[config.mk]
export PLATFORM = sky130hd
export DESIGN_NAME = press_classifier
export DESIGN_NICKNAME = d
export VERILOG_FILES = /design/src/rtl/press_classifier_pkg.sv /design/src/rtl/interval_timer.sv /design/src/rtl/press_classifier.sv
export SDC_FILE = /design/constraint.sdc
export NUM_CORES = 1
export LEC_CHECK = 0
export BUFFER_PORTS_ARGS = -buffer_cell sky130_fd_sc_hd__buf_2
export CAP_MARGIN = 20
export CORE_AREA = 10 10 72 74
export CTS_BUF_LIST = sky130_fd_sc_hd__clkbuf_2
export DETAILED_ROUTE_END_ITERATION = 10
export DIE_AREA = 0 0 82 84
export PLACE_DENSITY = 0.75
export REMOVE_ABC_BUFFERS = 1
export SLEW_MARGIN = 20
export SYNTH_ARGS = -nofsm -noshare
export SYNTH_HDL_FRONTEND = slang
export SYNTH_SLANG_ARGS = --single-unit
[constraint.sdc]
create_clock -name clk -period 2.4 [get_ports clk]
set_clock_uncertainty 0.1 [all_clocks]
set_input_delay 0.12 -clock clk [delete_from_list [all_inputs] [get_ports clk]]
set_output_delay 0.12 -clock clk [all_outputs]
set_load 0.01 [all_outputs]
[src/rtl/press_classifier_pkg.sv]
// Shared state encoding and timing helpers for the button press classifier.
package press_classifier_pkg;

    typedef enum logic [2:0] {
        IDLE    = 3'd0,
        PRESSED = 3'd1,
        HELD    = 3'd2,
        GAP     = 3'd3,
        SECOND  = 3'd4
    } pc_state_t;

    // Truncating conversion; a zero result is rejected by the user at elaboration.
    function automatic int us_to_cycles(input longint us, input longint clk_per);
        longint cyc;
        cyc = 0;
        if (clk_per > 0) begin
            cyc = (us * 64'sd1000) / clk_per;
        end
        return int'(cyc);
    endfunction

    function automatic int max3(input int a, input int b, input int c);
        int m;
        m = a;
        if (b > m) m = b;
        if (c > m) m = c;
        return m;
    endfunction

endpackage

[src/rtl/interval_timer.sv]
// Saturating up-counter with synchronous clear and a match flag against a
// limit that the user may change from cycle to cycle.
module interval_timer
#(
    parameter int W = 8
) (
    input  logic         clk,
    input  logic         rst_n,
    input  logic         clear,
    input  logic [W-1:0] limit,
    output logic         match
);

    logic [W-1:0] count;

    // Holds at all-ones so a long idle stretch can never alias a short interval.
    always_ff @(posedge clk or negedge rst_n) begin
        if (!rst_n) begin
            count <= '0;
        end else if (clear) begin
            count <= '0;
        end else if (count != '1) begin
            count <= count + W'(1);
        end
    end

    assign match = (count == limit);

endmodule

[src/rtl/press_classifier.sv]
// Classifies a debounced button level into short, long, double and
// auto-repeat one-cycle pulses.
module press_classifier
    import press_classifier_pkg::*;
#(
    parameter int CLK_PER   = 10,
    parameter int LONG_US   = 500000,
    parameter int DOUBLE_US = 250000,
    parameter int REPEAT_US = 100000,
    parameter bit DOUBLE_EN = 1'b1
) (
    input  logic clk,
    input  logic CPU_RESETN,
    input  logic btn_level,
    output logic short_press,
    output logic long_press,
    output logic double_press,
    output logic repeat_tick,
    output logic busy
);

    localparam int LONG_CYC = us_to_cycles(longint'(LONG_US),   longint'(CLK_PER));
    localparam int DBL_CYC  = us_to_cycles(longint'(DOUBLE_US), longint'(CLK_PER));
    localparam int REP_CYC  = us_to_cycles(longint'(REPEAT_US), longint'(CLK_PER));
    localparam int MAX_CYC  = max3(LONG_CYC, DBL_CYC, REP_CYC);
    localparam int TW       = $clog2(MAX_CYC) + 1;

    localparam logic [TW-1:0] LONG_LIM = TW'(LONG_CYC - 1);
    localparam logic [TW-1:0] DBL_LIM  = TW'(DBL_CYC - 1);
    localparam logic [TW-1:0] REP_LIM  = TW'(REP_CYC - 1);

    generate
        if (LONG_CYC < 1 || DBL_CYC < 1 || REP_CYC < 1) begin : g_bad_timing
            $error("press_classifier: a derived cycle count evaluates to zero");
        end
    endgenerate

    pc_state_t     state;
    pc_state_t     next_state;
    logic [TW-1:0] limit;
    logic          match;
    logic          timer_clear;
    logic          short_next;
    logic          long_next;
    logic          double_next;
    logic          repeat_next;

    always_ff @(posedge clk or negedge CPU_RESETN) begin
        if (!CPU_RESETN) begin
            state <= IDLE;
        end else begin
            state <= next_state;
        end
    end

    // Releases are tested before the timer match so a release on the
    // boundary cycle wins over long/repeat, and a press wins over GAP expiry.
    always_comb begin
        next_state  = state;
        short_next  = 1'b0;
        long_next   = 1'b0;
        double_next = 1'b0;
        repeat_next = 1'b0;
        case (state)
            IDLE: begin
                if (btn_level) next_state = PRESSED;
            end
            PRESSED: begin
                if (!btn_level) begin
                    if (DOUBLE_EN) begin
                        next_state = GAP;
                    end else begin
                        short_next = 1'b1;
                        next_state = IDLE;
                    end
                end else if (match) begin
                    long_next  = 1'b1;
                    next_state = HELD;
                end
            end
            HELD: begin
                if (!btn_level) begin
                    next_state = IDLE;
                end else if (match) begin
                    repeat_next = 1'b1;
                end
            end
            GAP: begin
                if (btn_level) begin
                    double_next = 1'b1;
                    next_state  = SECOND;
                end else if (match) begin
                    short_next = 1'b1;
                    next_state = IDLE;
                end
            end
            SECOND: begin
                if (!btn_level) next_state = IDLE;
            end
            default: begin
                next_state = IDLE;
            end
        endcase
    end

    always_comb begin
        limit = '0;
        case (state)
            PRESSED: limit = LONG_LIM;
            HELD:    limit = REP_LIM;
            GAP:     limit = DBL_LIM;
            default: limit = '0;
        endcase
    end

    // The repeat tick restarts the interval without leaving HELD.
    assign timer_clear = (next_state != state) || repeat_next;

    interval_timer #(
        .W(TW)
    ) u_timer (
        .clk   (clk),
        .rst_n (CPU_RESETN),
        .clear (timer_clear),
        .limit (limit),
        .match (match)
    );

    always_ff @(posedge clk or negedge CPU_RESETN) begin
        if (!CPU_RESETN) begin
            short_press  <= 1'b0;
            long_press   <= 1'b0;
            double_press <= 1'b0;
            repeat_tick  <= 1'b0;
            busy         <= 1'b0;
        end else begin
            short_press  <= short_next;
            long_press   <= long_next;
            double_press <= double_next;
            repeat_tick  <= repeat_next;
            busy         <= (next_state != IDLE);
        end
    end

endmodule

==> results of run 1 <==
[synthesized netlist by cell type (2+ instances only)]
| cell type | number | area share [%] |
|---|---|---|
| clkbuf_1 | 8 | 1.5 |
| buf_2 | 2 | 0.48 |
| nor4_1 | 3 | 0.91 |
| nor4b_1 | 2 | 0.85 |
| nand3_1 | 8 | 1.9 |
| o32ai_1 | 2 | 0.85 |
| inv_1 | 2 | 0.36 |
| mux2i_1 | 3 | 1.5 |
| nor3_1 | 6 | 1.5 |
| nor2_1 | 23 | 4.2 |
| nor2_2 | 10 | 3.0 |
| and4_1 | 7 | 3.0 |
| nand3b_1 | 2 | 0.73 |
| o32a_1 | 2 | 0.97 |
| nand2b_1 | 3 | 0.91 |
| dfrtp_1 | 35 | 42 |
| and3_1 | 8 | 2.4 |
| nor3b_1 | 3 | 1.1 |
| buf_6 | 2 | 1.1 |
| a31oi_1 | 3 | 0.91 |
| nand2_1 | 14 | 2.5 |
| xnor2_1 | 11 | 4.7 |
| or3_1 | 2 | 0.60 |
| xor2_1 | 16 | 6.8 |
| a21boi_0 | 2 | 0.73 |
| a211oi_1 | 4 | 1.5 |
| nand4_1 | 10 | 3.0 |
[repair_timing]
action | in CTS | in global routing
hold endpoints to repair | 39 | 0
setup endpoints to repair | 0 | 29
resized for setup | 0 | 6
hold buffers | 2 | 0
[sequential cells by signal (all words and copies together), names as in the netlist]
register / flops
short_press: 1
busy: 1
state: 3
double_press: 1
long_press: 1
u_timer.count: 27
repeat_tick: 1
[report_power, final]
part           leakage, nW  internal (mW)  switching, mW  total (mW)
Sequential           0.475          0.641         0.0727       0.714
Combinational        0.456          0.334          0.429       0.763
Clock               0.0281         0.0701          0.199       0.269
Total                0.959           1.05          0.700        1.75
[metal layers]
| metal | GRT usage, % | share of wire, % |
|---|---|---|
| met1 | 18.1 | 49 |
| met2 | 18.8 | 45 |
| met3 | 2.37 | 3.9 |
| met4 | 6.04 | 2.0 |
| met5 | 0 | 0 |
[cell families after synthesis]
group	count (synthesis)	synth area share, %
mux	4	2.00
buf+inv	16	4.47
fa+ha+maj	1	0.604
flops	35	42.3
xor+xnor	27	11.4
compound gates	24	9.25
simple gates	108	29.9
[worst max-delay path, stage by stage (launching register included)]
cell and delay, ps:
dfrtp_2 510, and2b_2 260, a2111oi_0 400, o32ai_1 190, nor4_4 200, o32a_1 240
buf_12 200, nor2_1 70
[stage by stage]
stage / setup TNS [ps] / total power [mW] / instances / area, sq um
after CTS: 0 / 1.74 / 279 / 2230
after detailed placement: 0 / 1.47 / 269 / 2180
after floorplan: -8190 / 1.20 / 201 / 1980
final: 0 / 1.75 / 279 / 2250
after global routing: 0 / 1.86 / 279 / 2250
after global placement: 0 / 1.46 / 269 / 2180
[path summary, 6_finish.rpt]
check | from | to | slack, ps | cells after the start
setup / recovery | state[0]$_DFF_PN0_ | u_timer.count[23]$_DFFE_PN0P_ | 140 | 7
hold / removal | CPU_RESETN | u_timer.count[2]$_DFFE_PN0P_ | 200 | 2
setup reg to reg | state[0]$_DFF_PN0_ | u_timer.count[23]$_DFFE_PN0P_ | 140 | 7
hold reg to reg | u_timer.count[26]$_DFFE_PN0P_ | u_timer.count[26]$_DFFE_PN0P_ | 460 | 2
max in group asynchronous | CPU_RESETN | state[0]$_DFF_PN0_ | 1460 | 2
min in group clk | btn_level | short_press$_DFF_PN0_ | 460 | 3
[final cells by class]
cell class / count / area [sq um] / area share (%)
Multi-Input combinational cell: 164 / 1110 / 49.5
Sequential cell: 35 / 880 / 39.1
Timing Repair Buffer: 20 / 150 / 6.67
Tap cell: 50 / 62.6 / 2.78
Clock buffer: 6 / 30.0 / 1.33
Clock inverter: 2 / 7.51 / 0.334
Inverter: 2 / 7.51 / 0.334
==> impl_metrics.env, run 1 <==
export IMPL_status="finished clean"
export IMPL_nNetsFinal=232
export IMPL_fillers=357
export IMPL_antennaDiodeCount=0
export IMPL_cts_max_path_buffers=2
export IMPL_netlist_area_sq_um=2070
export IMPL_ios=8
export IMPL_endpoint_kind="flop"
export IMPL_ys_seq_area_share_pct=42.3
export IMPL_power_density_nw_per_um2=775
export IMPL_port_buffers=7
export IMPL_track_usage_pct=13.0
export IMPL_vias_per_cell=5.68
export IMPL_max_freq_ghz=0.443
export IMPL_cts_tree="yes"
export IMPL_grt_pass1_vias=1504
export IMPL_final_cell_mix="dfrtp_1, nor2_1, xor2_1, nand2_1, xnor2_1"
export IMPL_drive_gt1_share_pct=19.2
export IMPL_crit_required_ps=2590
export IMPL_synthCells=215
export IMPL_rows=23
export IMPL_criticalPathCategory="flop to flop"
export IMPL_wl_mm=4.15
export IMPL_syn_area_per_cell_sq_um=9.63
export IMPL_synth_edf_count=0
export IMPL_grt_max_degree=36
export IMPL_crit_fanout=27
export IMPL_die_area_sq_um=6890
export IMPL_fin_crit_sh_pct=94.1
export IMPL_rsz0062_at_grt="false"
export IMPL_hold_path_class="primary input to asynchronous set/reset pin"
export IMPL_hpwlAfterDp_mm=2.84
export IMPL_min_period_ps=2260
export IMPL_die_w_um=82
export IMPL_gp_congestion=0.860
export IMPL_startpoint_type="flop"
export IMPL_pre_cts_ws_ps=87.5
export IMPL_cp_arrival_ps=2450
export IMPL_synth_cell_type_count=49
export IMPL_first_pass_iters=4
export IMPL_yosys_warnings=0
export IMPL_die_h_um=84
export IMPL_h_tree_depth=2
export IMPL_antenna_found_initial=0
export IMPL_slew_violations=0
export IMPL_grt_pass1_wl_mm=7.25
export IMPL_coreArea_sq_um=3860
export IMPL_maxCapViolCount=0
export IMPL_hold_slack_ps=203
export IMPL_synthFlopType="dfrtp_1"
export IMPL_async_flop_share_pct=100
export IMPL_slew_headroom_pct=49.5
export IMPL_synth_seq_cells=35
export IMPL_setup_violations=0
export IMPL_wl_per_cell_um=14.9
export IMPL_final_hold_viol_count=0
export IMPL_syn_to_final_growth_pct=8.77
export IMPL_fin_ws_ps=141
export IMPL_drt_iter0_markers=107
export IMPL_p_leak_nw=0.959
export IMPL_clkLatencyLatePin_ps=390
export IMPL_clk_pin_slew_worst_paths_ps=190
export IMPL_num_vias=1586
export IMPL_ant_nets=0
export IMPL_gr_total_overflow=0
export IMPL_final_common_cell="dfrtp_1"
export IMPL_cts_setup_buffers=0
export IMPL_vdd_drop_max_v=0.000415
export IMPL_initial_core_util_pct=53.7
export IMPL_drc=0
export IMPL_worst_slew_pin_transition_ps=757
export IMPL_fin_util_pct=58.4
export IMPL_cts_buffers=5
export IMPL_cts_sinks=35
export IMPL_clockRootBuffer="clkbuf_2"
(Power assumes the default switching activity.)
==> run 2: changes to the inputs <==
- CTS_BUF_LIST: sky130_fd_sc_hd__clkbuf_2 -> sky130_fd_sc_hd__clkbuf_8
==> impl_metrics.env, run 2 (same netlist as run 1, synthesis figures left out) <==
export IMPL_status="finished clean"
export IMPL_cts_max_path_buffers=2
export IMPL_critPathTopFamily="simple AND/OR/NAND/NOR gates"
export IMPL_p_leak_nw=0.987
export IMPL_largestRegisters="u_timer.count x27, state x3"
export IMPL_power_density_nw_per_um2=841
export IMPL_cts_tree="yes"
export IMPL_critPathLaunch="u_timer.count[11]$_DFFE_PN0P_"
export IMPL_min_period_ps=2260
export IMPL_path_cells="or3_1 -> a22oi_1 -> nand4_1 -> nor4_4 -> o32a_1 -> buf_12 -> a211oi_1"
export IMPL_fin_util_pct=59.8
export IMPL_grtUsageMet2_pct=18.5
export IMPL_hold_path_class="primary input to flop"
export IMPL_clk_pin_slew_worst_paths_ps=70
export IMPL_ff2ff_setup_slack_ps=140
export IMPL_min_delay_start="btn_level"
export IMPL_cts_sinks=35
export IMPL_drt_iter0_markers=172
export IMPL_die_area_sq_um=6890
export IMPL_rr_startpoint="u_timer.count[11]$_DFFE_PN0P_"
export IMPL_criticalPathCategory="flop to flop"
export IMPL_slew_headroom_pct=49.0
export IMPL_rsz0062_at_grt="false"
export IMPL_final_cell_mix="dfrtp_1, nor2_1, xor2_1, nand2_1"
export IMPL_final_hold_viol_count=0
export IMPL_largest_reg_flops=27
export IMPL_wl_mm=4.13
export IMPL_cp_arrival_ps=2320
export IMPL_fin_crit_sh_pct=94.0
export IMPL_gr_total_overflow=0
export IMPL_antennaDiodeCount=0
export IMPL_cp_num_buf_inv=1
export IMPL_met3_usage_pct=3.02
export IMPL_num_vias=1586
export IMPL_crit_path_top_delay_cell="dfrtp_1"
export IMPL_final_common_cell="dfrtp_1"
export IMPL_antenna_found_initial=0
export IMPL_initial_core_util_pct=53.7
export IMPL_worst_slew_pin_transition_ps=765
export IMPL_setup_violations=0
export IMPL_cpPeakStageDelay_ps=430
export IMPL_slew_violations=0
export IMPL_max_freq_ghz=0.443
export IMPL_top_register="u_timer.count"
export IMPL_nNetsFinal=232
export IMPL_r2r_cells=7
export IMPL_rows=23
export IMPL_crit_fanout=27
export IMPL_port_buffers=7
export IMPL_die_w_um=82
export IMPL_crit_required_ps=2460
export IMPL_clockRootBuffer="clkbuf_8"
export IMPL_track_usage_pct=13.0
export IMPL_grt_max_degree=36
export IMPL_h_tree_depth=2
export IMPL_drc=0
export IMPL_vias_per_cell=5.68
export IMPL_whs_path_depth=2
export IMPL_wl_per_cell_um=14.8
export IMPL_ios=8
export IMPL_endpoint_kind="flop"
export IMPL_grt_pass1_wl_mm=7.20
export IMPL_hpwlAfterDp_mm=2.84
export IMPL_drive_gt1_share_pct=19.7
export IMPL_gp_congestion=0.860
export IMPL_min_to="short_press$_DFF_PN0_"
export IMPL_cts_buffers=5
export IMPL_startpoint_type="flop"
export IMPL_die_h_um=84
export IMPL_grt_use_met1_pct=17.9
export IMPL_grt_pass1_vias=1493
export IMPL_maxCapViolCount=0
export IMPL_layoutNonFillerInstCount=279
export IMPL_coreArea_sq_um=3860
export IMPL_busiest_layer="met2"
export IMPL_ant_nets=0
export IMPL_dp_cells=269
export IMPL_first_pass_iters=4
export IMPL_reg2reg_to="u_timer.count[24]$_DFFE_PN0P_"
export IMPL_clkLatencyLatePin_ps=290
export IMPL_vdd_drop_max_v=0.000403
export IMPL_syn_to_final_growth_pct=11.4
run 2: cell count changes in the layout (fill, tap and decap cells not counted):
| cell | change |
|---|---|
| clkbuf_8 | +7 |
| clkbuf_2 | -6 |
| clkinv_1 | -2 |
| a211oi_1 | +1 |
| a211oi_2 | -1 |
| buf_4 | +1 |
| dlygate4sd3_1 | -1 |
| inv_1 | +1 |
run 2: worst max path at each step:
stage / endpoint / depth (start not counted)
floorplan: u_timer.count[0]$_DFFE_PN0P_ / 6
global placement: u_timer.count[24]$_DFFE_PN0P_ / 7
detailed placement: u_timer.count[24]$_DFFE_PN0P_ / 7
CTS: u_timer.count[24]$_DFFE_PN0P_ / 7
global route: u_timer.count[24]$_DFFE_PN0P_ / 7
finish: u_timer.count[24]$_DFFE_PN0P_ / 7
run 2: metal layers:
layer	vias up	wire length, um
met5	-	0
met4	0	89
met3	8	222
met2	37	1830
met1	748	1990
li1	793	-
run 2: final cells by class:
type,count,area (sq um)
Timing Repair Buffer,20,148
Multi-Input combinational cell,164,1110
Clock buffer,7,96.3
Inverter,2,7.51
Clock inverter,1,3.75
Sequential cell,35,880
Tap cell,50,62.6
Fill cell,345,1550
run 2: metrics by stage:
| stage | worst slack, ps | hold slack, ps | power [mW] | cell area [sq um] | setup TNS (ps) |
|---|---|---|---|---|---|
| 2_1_floorplan | -318 | -276 | 1.20 | 1980 | -8190 |
| 3_3_place_gp | 89.1 | 134 | 1.46 | 2180 | 0 |
| 3_5_place_dp | 87.5 | 144 | 1.47 | 2180 | 0 |
| 4_1_cts | 74.4 | 26.6 | 1.94 | 2290 | 0 |
| 5_1_grt | 22.0 | 49.4 | 2.06 | 2310 | 0 |
| 6_report | 144 | 38.1 | 1.94 | 2310 | 0 |
run 2: what timing repair did:
action	4_1_cts	5_1_grt
endpoints found under the setup margin	0	27
hold buffers	1	0
resized for setup	0	5
hold endpoints to repair	35	0
setup buffers	0	1
run 2: power by group:
| part | switching, mW | internal [mW] | total (mW) |
|---|---|---|---|
| sequential | 0.0688 | 0.642 | 0.710 |
| clock | 0.207 | 0.258 | 0.464 |
| combinational | 0.427 | 0.339 | 0.765 |
==> run 3: changes to the inputs <==
- CORE_AREA: 10 10 72 74 -> 10 10 69 71
- DIE_AREA: 0 0 82 84 -> 0 0 79 81
- PLACE_DENSITY: 0.75 -> 0.78
- clock period: 2.4 -> 2.3 ns (I/O delays scaled with it)
==> impl_metrics.env, run 3 (same netlist as run 1, synthesis figures left out) <==
export IMPL_status="finished clean"
export IMPL_setup_violations=0
export IMPL_die_h_um=81
export IMPL_num_vias=1703
export IMPL_reg2reg_to="u_timer.count[4]$_DFFE_PN0P_"
export IMPL_ff2ff_setup_slack_ps=70
export IMPL_multiInputGateArea_sq_um=1160
export IMPL_drt_iter0_markers=146
export IMPL_nNetsFinal=243
export IMPL_rows=22
export IMPL_worst_slew_pin_transition_ps=771
export IMPL_die_area_sq_um=6400
export IMPL_vias_per_cell=5.91
export IMPL_fin_util_pct=70.5
export IMPL_startpoint_type="flop"
export IMPL_antennaDiodeCount=0
export IMPL_cp_arrival_ps=2300
export IMPL_wl_per_cell_um=16.7
export IMPL_seqCellArea_sq_um=878
export IMPL_largest_reg_flops=27
export IMPL_ant_nets=0
export IMPL_cts_buffers=5
export IMPL_whs_path_depth=2
export IMPL_hold_path_class="primary input to flop"
export IMPL_ios=8
export IMPL_fillers=285
export IMPL_min_period_ps=2230
export IMPL_max_freq_ghz=0.449
export IMPL_critPathLaunch="u_timer.count[25]$_DFFE_PN0P_"
export IMPL_drive_gt1_share_pct=25.4
export IMPL_largestRegisters="u_timer.count x27, state x3"
export IMPL_grt_pass1_wl_mm=7.58
export IMPL_h_tree_depth=2
export IMPL_rr_startpoint="u_timer.count[25]$_DFFE_PN0P_"
export IMPL_grt_max_degree=36
export IMPL_clockRootBuffer="clkbuf_8"
export IMPL_first_pass_iters=4
export IMPL_r2r_cells=7
export IMPL_fin_tns_setup_ps=0
export IMPL_cts_tree="yes"
export IMPL_final_common_cell="dfrtp_1"
export IMPL_endpoint="u_timer.count[4]$_DFFE_PN0P_"
export IMPL_fin_crit_sh_pct=96.8
export IMPL_syn_to_final_growth_pct=20.0
export IMPL_cts_sinks=35
export IMPL_crit_required_ps=2380
export IMPL_maxCapViolCount=0
export IMPL_final_hold_viol_count=0
export IMPL_clk_pin_slew_worst_paths_ps=70
export IMPL_endpoint_kind="flop"
export IMPL_criticalPathCategory="flop to flop"
export IMPL_antenna_found_initial=0
export IMPL_power_density_nw_per_um2=992
export IMPL_hpwlAfterDp_mm=3.06
export IMPL_clkLatencyLatePin_ps=290
export IMPL_initial_core_util_pct=58.7
export IMPL_gr_total_overflow=0
export IMPL_p_leak_nw=1.08
export IMPL_gp_congestion=0.847
export IMPL_die_w_um=79
export IMPL_wl_mm=4.80
export IMPL_grt_pass1_vias=1605
export IMPL_slew_violations=0
export IMPL_top_register="u_timer.count"
export IMPL_final_cell_mix="dfrtp_1, nor2_1, buf_4, xor2_1, nand2_1"
export IMPL_cts_max_path_buffers=2
export IMPL_slew_headroom_pct=48.6
export IMPL_vdd_drop_max_v=0.000469
export IMPL_drc=0
export IMPL_port_buffers=7
export IMPL_track_usage_pct=14.7
export IMPL_crit_fanout=13
export IMPL_coreArea_sq_um=3520
-- run 3: changes by cell type in the layout (fill, tap and decap cells not counted), sizes merged --
cell / before / now
inv: 3 / 2
bufinv: 0 / 1
buf: 19 / 28
clkbuf: 7 / 8
clkinv: 0 / 1
-- run 3: how the worst min path moves through the flow --
stage	start	endpoint	slack (ps)
after global placement	CPU_RESETN	u_timer.count[4]$_DFFE_PN0P_	130
after floorplan	CPU_RESETN	busy$_DFF_PN0_	-280
final	btn_level	short_press$_DFF_PN0_	20
after CTS	btn_level	short_press$_DFF_PN0_	10
after global routing	btn_level	short_press$_DFF_PN0_	30
after detailed placement	CPU_RESETN	state[1]$_DFF_PN0_	140
-- run 3: what timing repair did --
item,in CTS,in global routing
buffers inserted,0,2
gates cloned,0,2
gates resized for setup,4,8
hold buffers,1,0
hold endpoints to repair,35,0
pin swaps,1,1
setup endpoints to repair,3,32
-- run 3: power by group --
group          leakage [nW]  total [mW]  switching [mW]  internal [mW]
clock network        0.0612       0.569           0.218          0.350
logic                 0.544        1.17           0.596          0.574
registers             0.476       0.723          0.0547          0.669
total                  1.08        2.46           0.869           1.59
-- run 3: layout make-up --
class | instances | share of cell area, %
multi-input cells | 164 | 46.6
flip-flops and latches | 35 | 35.4
repair buffers | 31 | 10.6
clock buffers | 6 | 3.33
well taps | 48 | 2.42
clock inverters | 2 | 1.41
inverters | 2 | 0.302
-- run 3: per-layer routing --
metal	vias to the layer above	track usage (%)	routed length (um)
met3	6	4.75	323
met2	62	23.9	2360
met4	0	5.38	51
li1	823	-	-
met1	812	18.0	2070
met5	-	0	0
-- run 3: metrics by stage --
| step | cells | cell area [sq um] | power (mW) | worst slack [ps] | hold WS, ps |
|---|---|---|---|---|---|
| floorplan | 201 | 1980 | 1.25 | -418 | -281 |
| global placement | 275 | 2230 | 1.56 | 25.4 | 126 |
| detailed placement | 275 | 2230 | 1.59 | -37.9 | 142 |
| CTS | 284 | 2370 | 2.18 | 2.41 | 11.1 |
| global route | 288 | 2480 | 2.61 | -39.0 | 31.1 |
| finish | 288 | 2480 | 2.46 | 73.5 | 24.5 |
-- run 3: worst max-delay path, stage by stage (launching register included) --
cell and delay, ps:
dfrtp_1 460, or4bb_1 500, nor3_1 200, o32ai_2 130
nor4_4 200, o32a_4 260, clkbuf_16 200, nor2_2 50
